<file path="src/rtl/uart_receptor.sv">
// rtl/uart_receptor.sv - 16x-oversampled UART receiver; define RX_MAJORITY_VOTE_EN for 2-of-3 voting on data/stop bits
module uart_receptor #(
    parameter int NB_DATA = 8,
    parameter int NB_STOP = 2
) (
    input  logic               i_clk,
    input  logic               i_reset,
    input  logic               i_tick,
    input  logic               i_rx,
    output logic [NB_DATA-1:0] o_data,
    output logic               o_valid,
    output logic               o_frame_err
);
    localparam int NB_NB = (NB_DATA > 1) ? $clog2(NB_DATA) : 1;
    localparam int NB_SI = (NB_STOP > 1) ? $clog2(NB_STOP) : 1;
    localparam logic [NB_NB-1:0] LAST_BIT  = NB_NB'(NB_DATA - 1);
    localparam logic [NB_SI-1:0] LAST_STOP = NB_SI'(NB_STOP - 1);

    typedef enum logic [3:0] {
        IDLE  = 4'b0001,
        START = 4'b0010,
        DATA  = 4'b0100,
        STOP  = 4'b1000
    } state_t;

    state_t             state;
    logic               rx_meta;
    logic               rx_s;
    logic [3:0]         cnt;
    logic [NB_NB-1:0]   n_bit;
    logic [NB_SI-1:0]   n_stop;
    logic [NB_DATA-1:0] shreg;
    logic               stop_err;
    logic               data_bit;
    logic               stop_bit;
    logic               stop_err_next;

`ifdef RX_MAJORITY_VOTE_EN
    localparam logic [3:0] STOP_DEC = 4'd8;
    logic [2:0] vote;
    // The stop decision is taken on the cnt=8 tick itself, so the third vote is the live sample.
    assign data_bit = (vote[0] & vote[1]) | (vote[0] & vote[2]) | (vote[1] & vote[2]);
    assign stop_bit = (vote[0] & vote[1]) | (vote[0] & rx_s) | (vote[1] & rx_s);
`else
    localparam logic [3:0] STOP_DEC = 4'd7;
    logic bit_s;
    assign data_bit = bit_s;
    assign stop_bit = rx_s;
`endif

    assign stop_err_next = stop_err | ~stop_bit;

    always_ff @(posedge i_clk) begin
        if (i_reset) begin
            rx_meta <= 1'b1;
            rx_s    <= 1'b1;
        end else begin
            rx_meta <= i_rx;
            rx_s    <= rx_meta;
        end
    end

`ifdef RX_MAJORITY_VOTE_EN
    always_ff @(posedge i_clk) begin
        if (i_reset) begin
            vote <= 3'b000;
        end else if (i_tick && (state == DATA || state == STOP)) begin
            if (cnt == 4'd6) vote[0] <= rx_s;
            if (cnt == 4'd7) vote[1] <= rx_s;
            if (cnt == 4'd8) vote[2] <= rx_s;
        end
    end
`else
    always_ff @(posedge i_clk) begin
        if (i_reset) begin
            bit_s <= 1'b1;
        end else if (i_tick && state == DATA && cnt == 4'd7) begin
            bit_s <= rx_s;
        end
    end
`endif

    always_ff @(posedge i_clk) begin
        if (i_reset) begin
            state       <= IDLE;
            cnt         <= 4'd0;
            n_bit       <= '0;
            n_stop      <= '0;
            shreg       <= '0;
            stop_err    <= 1'b0;
            o_data      <= '0;
            o_valid     <= 1'b0;
            o_frame_err <= 1'b0;
        end else begin
            o_valid     <= 1'b0;
            o_frame_err <= 1'b0;
            case (state)
                IDLE: begin
                    if (!rx_s) begin
                        state <= START;
                        cnt   <= 4'd0;
                    end
                end
                START: begin
                    if (i_tick) begin
                        cnt <= cnt + 4'd1;
                        if (cnt == 4'd7 && rx_s) begin
                            state <= IDLE;
                            cnt   <= 4'd0;
                        end else if (cnt == 4'd15) begin
                            state <= DATA;
                            n_bit <= '0;
                        end
                    end
                end
                DATA: begin
                    if (i_tick) begin
                        cnt <= cnt + 4'd1;
                        if (cnt == 4'd15) begin
                            shreg <= {data_bit, shreg[NB_DATA-1:1]};
                            if (n_bit == LAST_BIT) begin
                                state    <= STOP;
                                n_stop   <= '0;
                                stop_err <= 1'b0;
                            end else begin
                                n_bit <= n_bit + 1'b1;
                            end
                        end
                    end
                end
                STOP: begin
                    if (i_tick) begin
                        cnt <= cnt + 4'd1;
                        if (cnt == STOP_DEC) begin
                            // Leave at mid-bit of the last stop so an early next start edge is caught.
                            if (n_stop == LAST_STOP) begin
                                state <= IDLE;
                                cnt   <= 4'd0;
                                if (stop_err_next) begin
                                    o_frame_err <= 1'b1;
                                end else begin
                                    o_valid <= 1'b1;
                                    o_data  <= shreg;
                                end
                            end else begin
                                stop_err <= stop_err_next;
                            end
                        end else if (cnt == 4'd15) begin
                            n_stop <= n_stop + 1'b1;
                        end
                    end
                end
                default: begin
                    state <= IDLE;
                    cnt   <= 4'd0;
                end
            endcase
        end
    end
endmodule
</file>
<file path="config.mk">
export PLATFORM = sky130hd
export DESIGN_NAME = uart_receptor
export DESIGN_NICKNAME = d
export VERILOG_FILES = /design/src/rtl/uart_receptor.sv
export SDC_FILE = /design/constraint.sdc
export NUM_CORES = 1
export LEC_CHECK = 0
export CAP_MARGIN = 20
export CORE_MARGIN = 1.5
export CORE_UTILIZATION = 45
export CTS_BUF_LIST = sky130_fd_sc_hd__clkbuf_8
export CTS_CLUSTER_SIZE = 8
export DETAILED_ROUTE_END_ITERATION = 8
export PLACE_DENSITY = 0.66
export SKIP_LAST_GASP = 1
export SLEW_MARGIN = 20
export SYNTH_ARGS = -nofsm -noshare
export SYNTH_HDL_FRONTEND = slang
export SYNTH_SLANG_ARGS = --single-unit
</file>
<file path="constraint.sdc">
create_clock -name i_clk -period 4.6 [get_ports i_clk]
set_input_delay 0.46 -clock i_clk [delete_from_list [all_inputs] [get_ports i_clk]]
set_output_delay 0.46 -clock i_clk [all_outputs]
set_load 0.02 [all_outputs]
</file>
Yosys cells after proc, flatten, opt, wreduce, memory -nomap -nowiden

Cells that the tools add are included.

ROM bits: 0
Bits of input ports: 4
Output and inout bits: 10
Memories: 0
Memory bits (writable): 0
Word-level logic and storage cells: 96
Bits in registers: 34
Bits in latches: 0

Bitwise logic cells: 7
Divide/modulo/power cells: 0
$mul: 0
Reduce and logical (&&, ||, !) cells: 13
Magnitude comparators: 0
Multiplexer cells: 39
Shift-type cells: 0
Add/subtract/negate cells: 3
Eq/ne operators: 22

Operators by type and width:

| kind                                                                  | number |
|---|---|
| 4-bit two-way mux                                                     | 17 |
| 4-bit case mux with 4 select lines                                    | 2 |
| 2-bit != test, second input constant                                  | 12 |
| 7-bit AND reduction                                                   | 3 |
| 3-bit two-way mux                                                     | 6 |
| 1-bit two-way mux                                                     | 11 |
| 9-bit AND reduction                                                   | 1 |
| 4-bit by 3-bit equality test with 1-bit output, second input constant | 2 |
| 4-bit equality test, second input constant                            | 2 |
| 1-bit NOT                                                             | 6 |
| 3-bit case mux with 2 select lines                                    | 1 |
| 5-bit AND reduction                                                   | 1 |
| 5-bit OR reduction                                                    | 1 |
| 4-bit by 1-bit adder with 4-bit output, second input constant         | 1 |
| 4-bit by 1-bit equality test with 1-bit output, second input constant | 1 |
| 4-bit by 2-bit equality test with 1-bit output, second input constant | 1 |
| 2-bit by 1-bit != test with 1-bit output, second input constant       | 2 |
| 1-bit case mux with 2 select lines                                    | 2 |
| 4-bit AND reduction                                                   | 1 |
| 2-bit nonzero test                                                    | 2 |
| 3-bit by 1-bit adder with 3-bit output, second input constant         | 1 |
| 3-bit equality test, second input constant                            | 1 |
| 1-bit logical AND                                                     | 3 |
| 3-bit != test, second input constant                                  | 1 |
| 3 further kinds                                                       | 3 |

Longest topological paths before layout

Gate-level depths: netlist (run 1).

Word-level depth: 6
Mapped depth: 6
Gate-level depth less buffers: 6

Worst setup path before layout (run 1)

Ideal clock, no wire load.

Kind: reg-to-reg
Start point: register cnt[0]
End point: register o_data[0]
Library setup time: 0.128 ns
Setup slack: 2.855 ns
Data arrival time: 1.618 ns
Required time: 4.472 ns
Cell stages (with the launch flop): 7
Buffers on the path: 1
Clock period less this slack: 1.745 ns
Path through: dfxtp_1 > ha_1 > clkbuf_1 > and4b_1 > nand4_1 > mux2i_1 > nor2_1

Cells in the longest elaborated chain, start to end: 2

RTL lines:

| what                                           | RTL line | text |
|---|---|---|
| start, declared                                | 29       | `logic [3:0] cnt;` |
| start signal, assigned                         | 106      | `cnt <= cnt + 4'd1;` |
| start signal, assigned                         | 118      | `cnt <= cnt + 4'd1;` |
| start signal, assigned                         | 133      | `cnt <= cnt + 4'd1;` |
| 4-bit by 3-bit equality test with 1-bit output | 134      | `if (cnt == STOP_DEC) begin` |
| 5-bit AND reduction (no source line)           | --       |  |
| end signal, assigned                           | 143      | `o_data <= shreg;` |
| end, declared                                  | 10       | `output logic [NB_DATA-1:0] o_data,` |

Every way passes these cells.
A chain may end at the register's enable or synchronous reset.

==> run summary, run 1 <==
The area taken by flip-flops and latches came out at 680.7 sq um. The first routing iteration left 64 violations. Clock latency on the worst-skew pair, taken at its later pin, is 280 ps. The maximum frequency from static timing analysis is 459.8 MHz. The floorplan step defined a die boundary enclosing 3993 sq um.

The largest stage delay on the critical path is 950 ps. For the pin with the worst max-slew slack, the measured transition is 1040 ps. The number of gates resized after CTS was 0. After synthesis, the cell types taking the most area are sky130_fd_sc_hd__dfxtp_1, sky130_fd_sc_hd__mux2i_1, sky130_fd_sc_hd__nor2_1. Routability-driven placement finished with a final weighted congestion of 0.8334. The clock period minus worst slack came out at 2175 ps. The number of sinks handled by clock tree synthesis came out at 34. The total number of yosys warnings came out at 0.

The standby leakage power is 0.0007189 uW. The floorplan core area is 3416 sq um. The count of different cell masters after synthesis is 44. The largest individual stage delay along the critical path comes from the cell sky130_fd_sc_hd__clkdlybuf4s50_1. In this run the tightest slew margin relative to its limit is 30.43%. The total wirelength of the detailed-routed design came out at 3.127 mm. The number of cells on the worst reg-to-reg path came out at 4. The number of setup buffers added after CTS came out at 0.

The worst register-to-register path begins at state[3]. Once the floorplan was initialized, standard cells occupied 47.73% of the core. Among all flip-flop cells after synthesis, the most frequent one is sky130_fd_sc_hd__dfxtp_1. The final-layout setup total negative slack came out at 0 ps.

The total nets after synthesis is 181. STA classifies the critical path endpoint as a flip-flop. The setup check on the worst reg-to-reg path leaves a slack of 2450 ps.

The worst min-delay path startpoint is rx_meta. Detailed placement finished with a half-perimeter wire length of 2.162 mm. The routed layout has 1324 vias. The dominant cell type by area after synthesis is sky130_fd_sc_hd__dfxtp_1. The number of global-route vias before repair came out at 1187. The total power density per cell area is 367.9 nW/um^2. The final max-slew violation count came out at 0. The register bit total from synthesis came out at 34.

By count the netlist is led by sky130_fd_sc_hd__dfxtp_1, sky130_fd_sc_hd__nor2_1, sky130_fd_sc_hd__mux2i_1, sky130_fd_sc_hd__nand2_1, sky130_fd_sc_hd__a21oi_1. The cell count after synthesis is 174. The fraction of the yosys area taken by sequential cells came out at 41.75%. The mapped cell area came out at 1630 sq um. The number of nets at the end of the flow came out at 191. The initial antenna violation count came out at 0. The H-tree was split into 2 levels. The worst flop-to-flop path endpoint is o_data[6]. The area growth from synthesis to layout is 15.12%.

The number of optimization iterations in the first detailed-route pass is 4. For this run, design rule violations remaining after detail routing come to 0. The synthesized design contains 0 enable-type register cells. The count of max-cap constraint violations came out at 0. IR analysis of the VDD net gives a maximum drop of 217.6 uV.

Cells with a size suffix above 1 make up 8.152% of the layout. The number of buffers added by the clock tree synthesis step came out at 5. Setup repair after global routing left no endpoint under its margin. The class of the worst hold path is flip-flop to flip-flop. The width of the chip came out at 63.19 um.

The path with the worst hold slack has its endpoint at rx_s. The depth of the worst hold-timing path is 1. Dividing the synthesized area by the synthesized cell count gives 9.370 sq um.

The type of the worst setup path is input pin to flip-flop. The hold violation count in the final report came out at 0. Entering global routing, the biggest net connects 31 pins. The arrival time of the worst setup path is 2380 ps. After filler insertion, the fill cell instance count of the layout stands at 310.

The total routing usage reported by global routing is 17.03%. The chip height is 63.19 um. The startpoint kind of the worst setup timing path is an input pin. The multi-input logic area came out at 884.6 sq um. TritonCTS built the clock tree. The total placed instance area is 1764 sq um. Between clock sinks in the finished design, the worst skew comes to 3.613 ps. The I/O pin total came out at 14.

Buffers placed on the I/O ports in this run total 13. The peak fanout along the critical path is 30. The signal on the critical path passes through clkdlybuf4s50_1 > inv_1 > o21ai_0 > a41o_1 > nor3_1. The post-route standard cell area excluding fillers came out at 1877 sq um. The site row count came out at 21. The global route total overflow is 0. The post-CTS clock slew at the launch and capture registers of the worst setup and hold paths is 70 ps. The first global-routing pass estimated 5.444 mm of wire. The count of endpoints failing setup in the final report is 0. In the synthesized netlist the async set-or-reset flop fraction comes to 0%. The required time at the endpoint of the critical path came out at 4810 ps. After synthesis, the largest area contributor takes up 41.75% of total cell area. The run finished with clean final reports. The final antenna diode count came out at 0. The post-route clock period utilization came out at 47.28%. The hold-fix buffer count after cts came out at 0. Yosys instantiated no cell more often than sky130_fd_sc_hd__dfxtp_1. The longest clock path from root to sink contains 2 buffers.

After detailed routing, the average wire length per cell comes to 13.60 um. The remaining antenna violation count is 0. The library cell used as clock root buffer is sky130_fd_sc_hd__clkbuf_8. The via density per instance came out at 5.757.

The tightest hold path in the finished design has a slack of 408.1 ps.
-- how the worst max path moves through the flow --
stage                     depth (start not counted)         to      from
after floorplan                                   6  o_data[0]    cnt[0]
after detailed placement                          5     cnt[2]   i_reset
after CTS                                         5     cnt[2]   i_reset
after global routing                              4  o_data[6]  state[3]
final                                             5     cnt[2]   i_reset
after global placement                            5     cnt[2]   i_reset
-- worst max-delay path, delay by kind of cell --
kind | cells | cell delay (ps)
and+or+nand+nor | 1 | 130
buffers and inverters | 2 | 1430
AOI/OAI and AO/OA | 2 | 370
-- layout by cell type (no fill, tap or decap), drive strengths merged, types with 2 or more instances in the layout --
cell type / Yosys / final
dfxtp: 34 / 34
nor2: 24 / 24
mux2i: 18 / 18
clkdlybuf4s50: 0 / 13
nand2: 11 / 11
a21oi: 10 / 10
o21ai: 9 / 9
clkbuf: 6 / 6
nor4b: 5 / 5
nand4: 4 / 4
nor2b: 3 / 3
inv: 3 / 3
nor3: 3 / 3
o211ai: 3 / 3
or3: 3 / 3
and3: 3 / 3
ha: 3 / 3
or2: 2 / 2
nand4b: 2 / 2
o311ai: 2 / 2
xor2: 2 / 2
nand3: 2 / 2
a221oi: 2 / 2
a41o: 2 / 2
or4b: 2 / 2
-- layout make-up --
cell class	count	area share, %
clock buffers	6	4.400
well taps	46	3.067
flip-flops and latches	34	36.27
multi-input cells	127	47.13
repair buffers	13	6.933
clock inverters	1	1.600
inverters	3	0.6000
-- state kept, by name, indices dropped and copies added (netlist names) --
name	count
o_data	8
shreg	8
cnt	4
state	4
n_bit	3
bit_s	1
n_stop	1
o_frame_err	1
o_valid	1
rx_meta	1
rx_s	1
stop_err	1
-- metal layers --
layer  up-vias  part of all wire, %  global-route usage (%)
met2        42                   46                   27.26
met5         -                    0                       0
met1       617                   47                   22.10
met3         8                  6.0                   4.821
met4         0                  1.7                   5.707
li1        657                    -                       -
-- logic make-up (layout without fill, tap and decap cells) --
logic type	after synthesis	count (layout)	synth area share, %
muxes	18	18	11.05
DFF	34	34	41.75
and+or+nand+nor	70	70	26.02
buffers and inverters	13	23	3.990
adders and majority gates	3	3	2.303
AOI/OAI and AO/OA	34	34	13.82
xor gates and xnor gates	2	2	1.075
-- metrics by stage --
step / util [%] / cells / power, uW / setup slack, ps
floorplan: - / 174 / 408.2 / 2855
global placement: 51.65 / 223 / 418.1 / 2232
detailed placement: 51.65 / 223 / 421.0 / 2161
CTS: 54.95 / 230 / 696.5 / 2454
global route: 54.95 / 230 / 724.3 / 2239
finish: 54.95 / 230 / 690.5 / 2425
-- power by group --
| part | switching [uW] | internal (uW) |
|---|---|---|
| Sequential | 24.9 | 303 |
| Clock | 101 | 173 |
| Combinational | 51.4 | 37.8 |
No activity file was read; power rests on OpenSTA's default activity.
==> inputs of run 2 (changes only) <==
==> constraint.sdc (replaced) <==
create_clock -name i_clk -period 2.2 [get_ports i_clk]
set_input_delay 0.22 -clock i_clk [delete_from_list [all_inputs] [get_ports i_clk]]
set_output_delay 0.22 -clock i_clk [all_outputs]
set_load 0.02 [all_outputs]
==> run summary, run 2 (synthesis gave the netlist of run 1 again) <==
The final max-slew violation count came out at 0 (unchanged). Dividing the final minimum period by the clock period gives 88.35%. The total placed instance area came out at 1817 sq um (+3.0%). The start of the worst register-to-register path is state[2]. The remaining design rule violation count came to 0 (unchanged).

The number of setup buffers added after CTS came out at 0 (unchanged). The width of the chip came out at 63.19 um (unchanged). The global route total overflow is 0 (unchanged). The initial core utilization is 47.73% (unchanged).

From synthesis to final layout, the design area changed by 17.27%. The worst clock skew came out at 4.058 ps (+0.4444 ps). The slew at the pin closest to its max-slew limit came out at 555.2 ps (-485.0 ps). The number of sinks handled by clock tree synthesis is 34 (unchanged). The total wirelength of the detailed-routed design came out at 3.142 mm (+0.48%). The number of optimization iterations in the first detailed-route pass came out at 4 (unchanged). The worst min-delay path startpoint is rx_meta.

The count of vias placed by the detailed router came out at 1311 (-0.98%). The maximum frequency from static timing analysis came out at 514.5 MHz. The post-route standard cell area excluding fillers came out at 1912 sq um (+1.9%). The peak fanout along the critical path came out at 13 (-57%). Leaving out fill and tap cells, the most frequent cells in the layout are sky130_fd_sc_hd__dfxtp_1, sky130_fd_sc_hd__nor2_1, sky130_fd_sc_hd__mux2i_1. The hold violation count in the final report is 0 (unchanged). The average wire per standard cell is 13.20 um (-2.9%).

The number of DRC violations after detailed-routing iteration 0 came out at 62 (-3.1%). Traced cell by cell, the critical path runs through or4b_4 > or4_1 > a21oi_1. The number of buffers added by the clock tree synthesis step came out at 5 (unchanged). The type of the worst setup path is flip-flop to flip-flop. The count of fill cells added during filler insertion is 310 (unchanged).

The total routing usage reported by global routing came to 16.95% (-0.082 points). The deepest level of the CTS H-tree is 2 (unchanged). The final weighted congestion in routability-driven placement came out at 0.8571 (+2.8%). The via density per instance came out at 5.508 (-4.3%).

The share of layout cells above drive strength 1 came out at 11.98% (+3.8 points). The worst hold path belongs to the class flip-flop to flip-flop. The post-CTS clock slew at the launch and capture registers of the worst setup and hold paths is 70 ps (about the same). The detailed placement HPWL came to 2.306 mm (+6.7%).

The number of global-route vias before repair is 1207 (+1.7%). The floorplan core area came out at 3416 sq um (unchanged). TritonCTS built the clock tree. The final antenna diode count came out at 0 (unchanged). The worst setup path is launched from a flip-flop. The worst voltage drop across the vdd grid is 492.5 uV (+130%). The number of port buffers is 13 (unchanged). The clock period minus worst slack is 1944 ps. The area of the die is 3993 sq um (unchanged). The run finished with clean final reports. The largest stage delay on the critical path is 630 ps (-320 ps). The number of gates given a new drive strength after cts came to 0 (unchanged). The worst-skew pair later-pin latency came out at 290 ps (about the same). The global-route wire length before repair was 5.409 mm (-0.64%).

The critical path startpoint is state[2]. The arrival time of the worst setup path is 2160 ps (-220 ps). The initial antenna violation count is 0 (unchanged). The standby leakage power came out at 0.0007430 uW (+3.4%). The site row count is 21 (unchanged).

The I/O pin total came to 14 (unchanged). The count of max-cap constraint violations came to 0 (unchanged). The cell sitting at the root of the clock tree is a sky130_fd_sc_hd__clkbuf_8.

The headroom to the max-slew limit is 62.93% (+33 points). The remaining antenna violation count is 0 (unchanged). The chip height came to 63.19 um (unchanged). The total power density per cell area was 722.9 nW/um^2 (+96%).

The maximum count of clock buffers along a single path is 2 (unchanged). The pin count of the biggest net entering global routing is 17 (-45%). The count of endpoints failing setup in the final report came to 0 (unchanged). The slowest stage of the critical path is the sky130_fd_sc_hd__dfxtp_1 cell. The library cell used most frequently in the layout, excluding fill and tap cells, is sky130_fd_sc_hd__dfxtp_1. The largest registers in the layout are o_data (8), shreg (8). The worst setup path is captured at a flip-flop. Setup repair after global routing left no endpoint under its margin. The final-layout setup total negative slack came out at 0 ps (unchanged). The required time at the endpoint of the critical path came out at 2420 ps (-2390 ps). The hold-fix buffer count after cts came out at 0 (unchanged).

The number of nets at the end of the flow came out at 198 (+3.7%).
run 2: cell types whose count changed in the layout (fill, tap and decap cells not counted), sizes merged:
cell and change:
bufinv -1, buf +7, clkinvlp +1, clkinv +1
run 2: worst paths after layout:
check,endpoint,slack [ps],depth (start not counted)
setup / recovery,n_bit[0],260,3
hold / removal,rx_s,410,1
hold reg to reg,rx_s,410,1
setup reg to reg,n_bit[0],260,3
run 2: power breakdown:
group	total, uW	switching (uW)	internal (uW)
Clock	480	229	251
Combinational	216	110	106
Sequential	686	53.2	632
Total	1380	393	989
run 2: cell type report:
class	instances	area, sq um	area share (%)
Clock inverter	2	12.51	0.6545
Clock buffer	6	82.58	4.319
Timing Repair Buffer	20	182.7	9.555
Multi-Input combinational cell	127	884.6	46.27
Tap cell	46	57.56	3.010
Inverter	3	11.26	0.5890
Sequential cell	34	680.7	35.60
run 2: layer usage:
layer	vias to the layer above	wire length, um	track usage [%]
met3	7	109	3.750
met2	26	1468	27.66
met5	-	0	0
met4	0	65	7.337
li1	673	-	-
met1	605	1498	21.52
run 2: critical path: cells and delay by family, from the launching register on:
family / cells / cell delay (ps)
AND/OR/NAND/NOR: 2 / 1090
flip-flops: 1 / 630
AO/OA/AOI/OAI: 1 / 150
run 2: metrics by stage:
stage	setup WS, ps	utilization (%)	instances	total power (uW)	hold slack (ps)
after floorplan	454.8	-	174	853.6	323.8
after global placement	310.9	53.19	230	908.5	398.0
after detailed placement	273.0	53.19	230	912.7	395.1
after CTS	266.9	55.97	238	1394	412.0
after global routing	97.97	55.97	238	1452	429.5
final	256.4	55.97	238	1382	411.4
==> inputs of run 3 (changes only) <==
--- a/config.mk
+++ b/config.mk
@@ -11,7 +11,8 @@
 export CTS_BUF_LIST = sky130_fd_sc_hd__clkbuf_8
 export CTS_CLUSTER_SIZE = 8
 export DETAILED_ROUTE_END_ITERATION = 8
-export PLACE_DENSITY = 0.66
+export MAX_ROUTING_LAYER = met4
+export PLACE_DENSITY = 0.74
 export SKIP_LAST_GASP = 1
 export SLEW_MARGIN = 20
 export SYNTH_ARGS = -nofsm -noshare
==> run summary, run 3 (synthesis gave the netlist of run 1 again) <==
The flow ran to the end, and the final reports show no timing, DRC or antenna violations. STA classifies the critical path endpoint as a flip-flop. The total wirelength of the detailed-routed design came to 3.267 mm (+4.0%). The class of the worst hold path is flip-flop to flip-flop. The slew at the pin closest to its max-slew limit came to 540.6 ps (-14.65 ps). STA classifies the critical path startpoint as a flip-flop. In the layout the commonest cells are sky130_fd_sc_hd__dfxtp_1, sky130_fd_sc_hd__nor2_1, sky130_fd_sc_hd__mux2i_1. The initial antenna violation count came out at 0 (unchanged). The area of the die is 3993 sq um (unchanged). The setup slack after placement is 278.3 ps (+5.299 ps).

The global route total overflow is 0 (unchanged). Grouping stages by cell kind, the critical path spends the most delay in simple AND/OR/NAND/NOR gates. Leaving out fill and tap cells, the most frequent cell in the layout is sky130_fd_sc_hd__dfxtp_1. The floorplan core area is 3416 sq um (unchanged). The clock period minus worst slack came out at 1943 ps (-0.8420 ps).

The most numerous cell type found on the critical path is sky130_fd_sc_hd__a21oi_1. The number of buffers added by the clock tree synthesis step was 5 (unchanged). The remaining design rule violation count came out at 0 (unchanged).

The chip height is 63.19 um (unchanged). The share of layout cells above drive strength 1 came to 11.05% (-0.93 points). The peak fanout along the critical path is 13 (unchanged).

The signal on the critical path passes through nor4b_4 > a21oi_1 > or4_1 > a21oi_1. The number of sinks handled by clock tree synthesis came out at 34 (unchanged). The minimum setup slack in the final design came out at 257.2 ps (+0.8420 ps).

The count of vias placed by the detailed router is 1344 (+2.5%). The via density per instance is 5.695 (+3.4%). The final max-slew violation count is 0 (unchanged). The final weighted congestion in routability-driven placement was 0.9044 (+5.5%). The detailed placement HPWL is 2.350 mm (+1.9%). The deepest level of the CTS H-tree is 2 (unchanged). The final antenna diode count is 0 (unchanged).

The total routing usage reported by global routing is 17.58% (+0.63 points). The remaining antenna violation count came to 0 (unchanged). The number of nets at the end of the flow came to 196 (-1.0%). The hold violation count in the final report came to 0 (unchanged). The maximum count of clock buffers along a single path came out at 2 (unchanged).

The post-route clock period utilization is 88.31% (about the same). The width of the chip came to 63.19 um (unchanged). The global-route wire length before repair is 5.464 mm (+1.0%). The fraction of the core area covered by cells at the end of the flow was 55.53% (-0.44 points). The worst voltage drop across the vdd grid came out at 483.0 uV (-1.9%). In the final layout, the registers with the most flip-flops are o_data (8), shreg (8). The hold-fix buffer count after cts came to 0 (unchanged). The number of optimization iterations in the first detailed-route pass came out at 4 (unchanged).

The arrival time of the worst setup path is 2150 ps (about the same). The maximum frequency from static timing analysis was 514.7 MHz (about the same). The count of max-cap constraint violations is 0 (unchanged).

The total power density per cell area is 721.0 nW/um^2 (-0.26%). The number of gates given a new drive strength after cts came out at 0 (unchanged). The setup path with the least slack is of type flip-flop to flip-flop. The pin count of the biggest net entering global routing came out at 18 (+1). The worst-skew pair later-pin latency came out at 280 ps (about the same). The buffers plus inverters on the worst setup path is 0 (unchanged). The number of setup buffers added after CTS came out at 0 (unchanged). The number of global-route vias before repair is 1249 (+3.5%). The number of DRC violations after detailed-routing iteration 0 is 104 (+68%). The worst clock skew is 7.529 ps (+3.471 ps).

The post-CTS clock slew at the launch and capture registers of the worst setup and hold paths came out at 70 ps (about the same). The final-layout setup total negative slack is 0 ps (unchanged). The count of endpoints failing setup in the final report is 0 (unchanged). TritonCTS built the clock tree. The I/O pin total came to 14 (unchanged). The post-synthesis to final-layout area growth came out at 16.35%. The required time at the endpoint of the critical path is 2410 ps (about the same).

Setup repair after global routing left no endpoint under its margin. The average wire per standard cell came out at 13.84 um (+4.9%). The headroom to the max-slew limit was 63.80% (+0.87 points). The largest stage delay on the critical path is 620 ps (about the same). The initial core utilization came out at 47.73% (unchanged). The library cell used as clock root buffer is sky130_fd_sc_hd__clkbuf_8. The standby leakage power was 0.0007330 uW (-1.4%). The site row count came out at 21 (unchanged). The number of port buffers is 13 (unchanged). The minimum hold slack is 415.1 ps (+3.765 ps).

The highest-delay cell along the critical path is sky130_fd_sc_hd__dfxtp_1.
-- run 3: cell count changes in the layout (fill, tap and decap cells not counted) --
cell / change
sky130_fd_sc_hd__buf_4: -2
-- run 3: path summary, 6_finish.rpt --
kind / end / start / cells after the start / slack (ps)
max reg2reg: n_bit[0] / state[2] / 4 / 260
min: rx_s / rx_meta / 1 / 420
max: n_bit[0] / state[2] / 4 / 260
min reg2reg: rx_s / rx_meta / 1 / 420
-- run 3: final cells by class --
type | count | area [sq um]
fillers | 297 | 1519
multi-input cells | 127 | 884.6
clock buffers | 6 | 82.58
inverters | 3 | 11.26
repair buffers | 18 | 167.7
clock inverters | 2 | 12.51
well taps | 46 | 57.56
flip-flops and latches | 34 | 680.7
-- run 3: power by group --
| group | switching [uW] | total, uW | internal [uW] |
|---|---|---|---|
| Combinational | 116 | 209 | 93.4 |
| Sequential | 53.0 | 686 | 633 |
| Clock | 222 | 473 | 251 |
| Total | 390 | 1370 | 977 |
-- run 3: per-stage QoR --
step / total power, uW / std cells / instance area (sq um)
2_1_floorplan: 853.6 / 174 / 1630
3_3_place_gp: 894.3 / 228 / 1802
3_5_place_dp: 900.6 / 228 / 1802
4_1_cts: 1378 / 236 / 1897
5_1_grt: 1427 / 236 / 1897
6_report: 1368 / 236 / 1897
-- run 3: per-layer routing --
| metal | track usage (%) | up-vias | part of all wire, % |
|---|---|---|---|
| li1 | - | 669 | - |
| met2 | 29.26 | 38 | 49 |
| met5 | - | - | 0 |
| met3 | 3.929 | 4 | 4.8 |
| met4 | 7.337 | 0 | 1.2 |
| met1 | 20.51 | 633 | 45 |
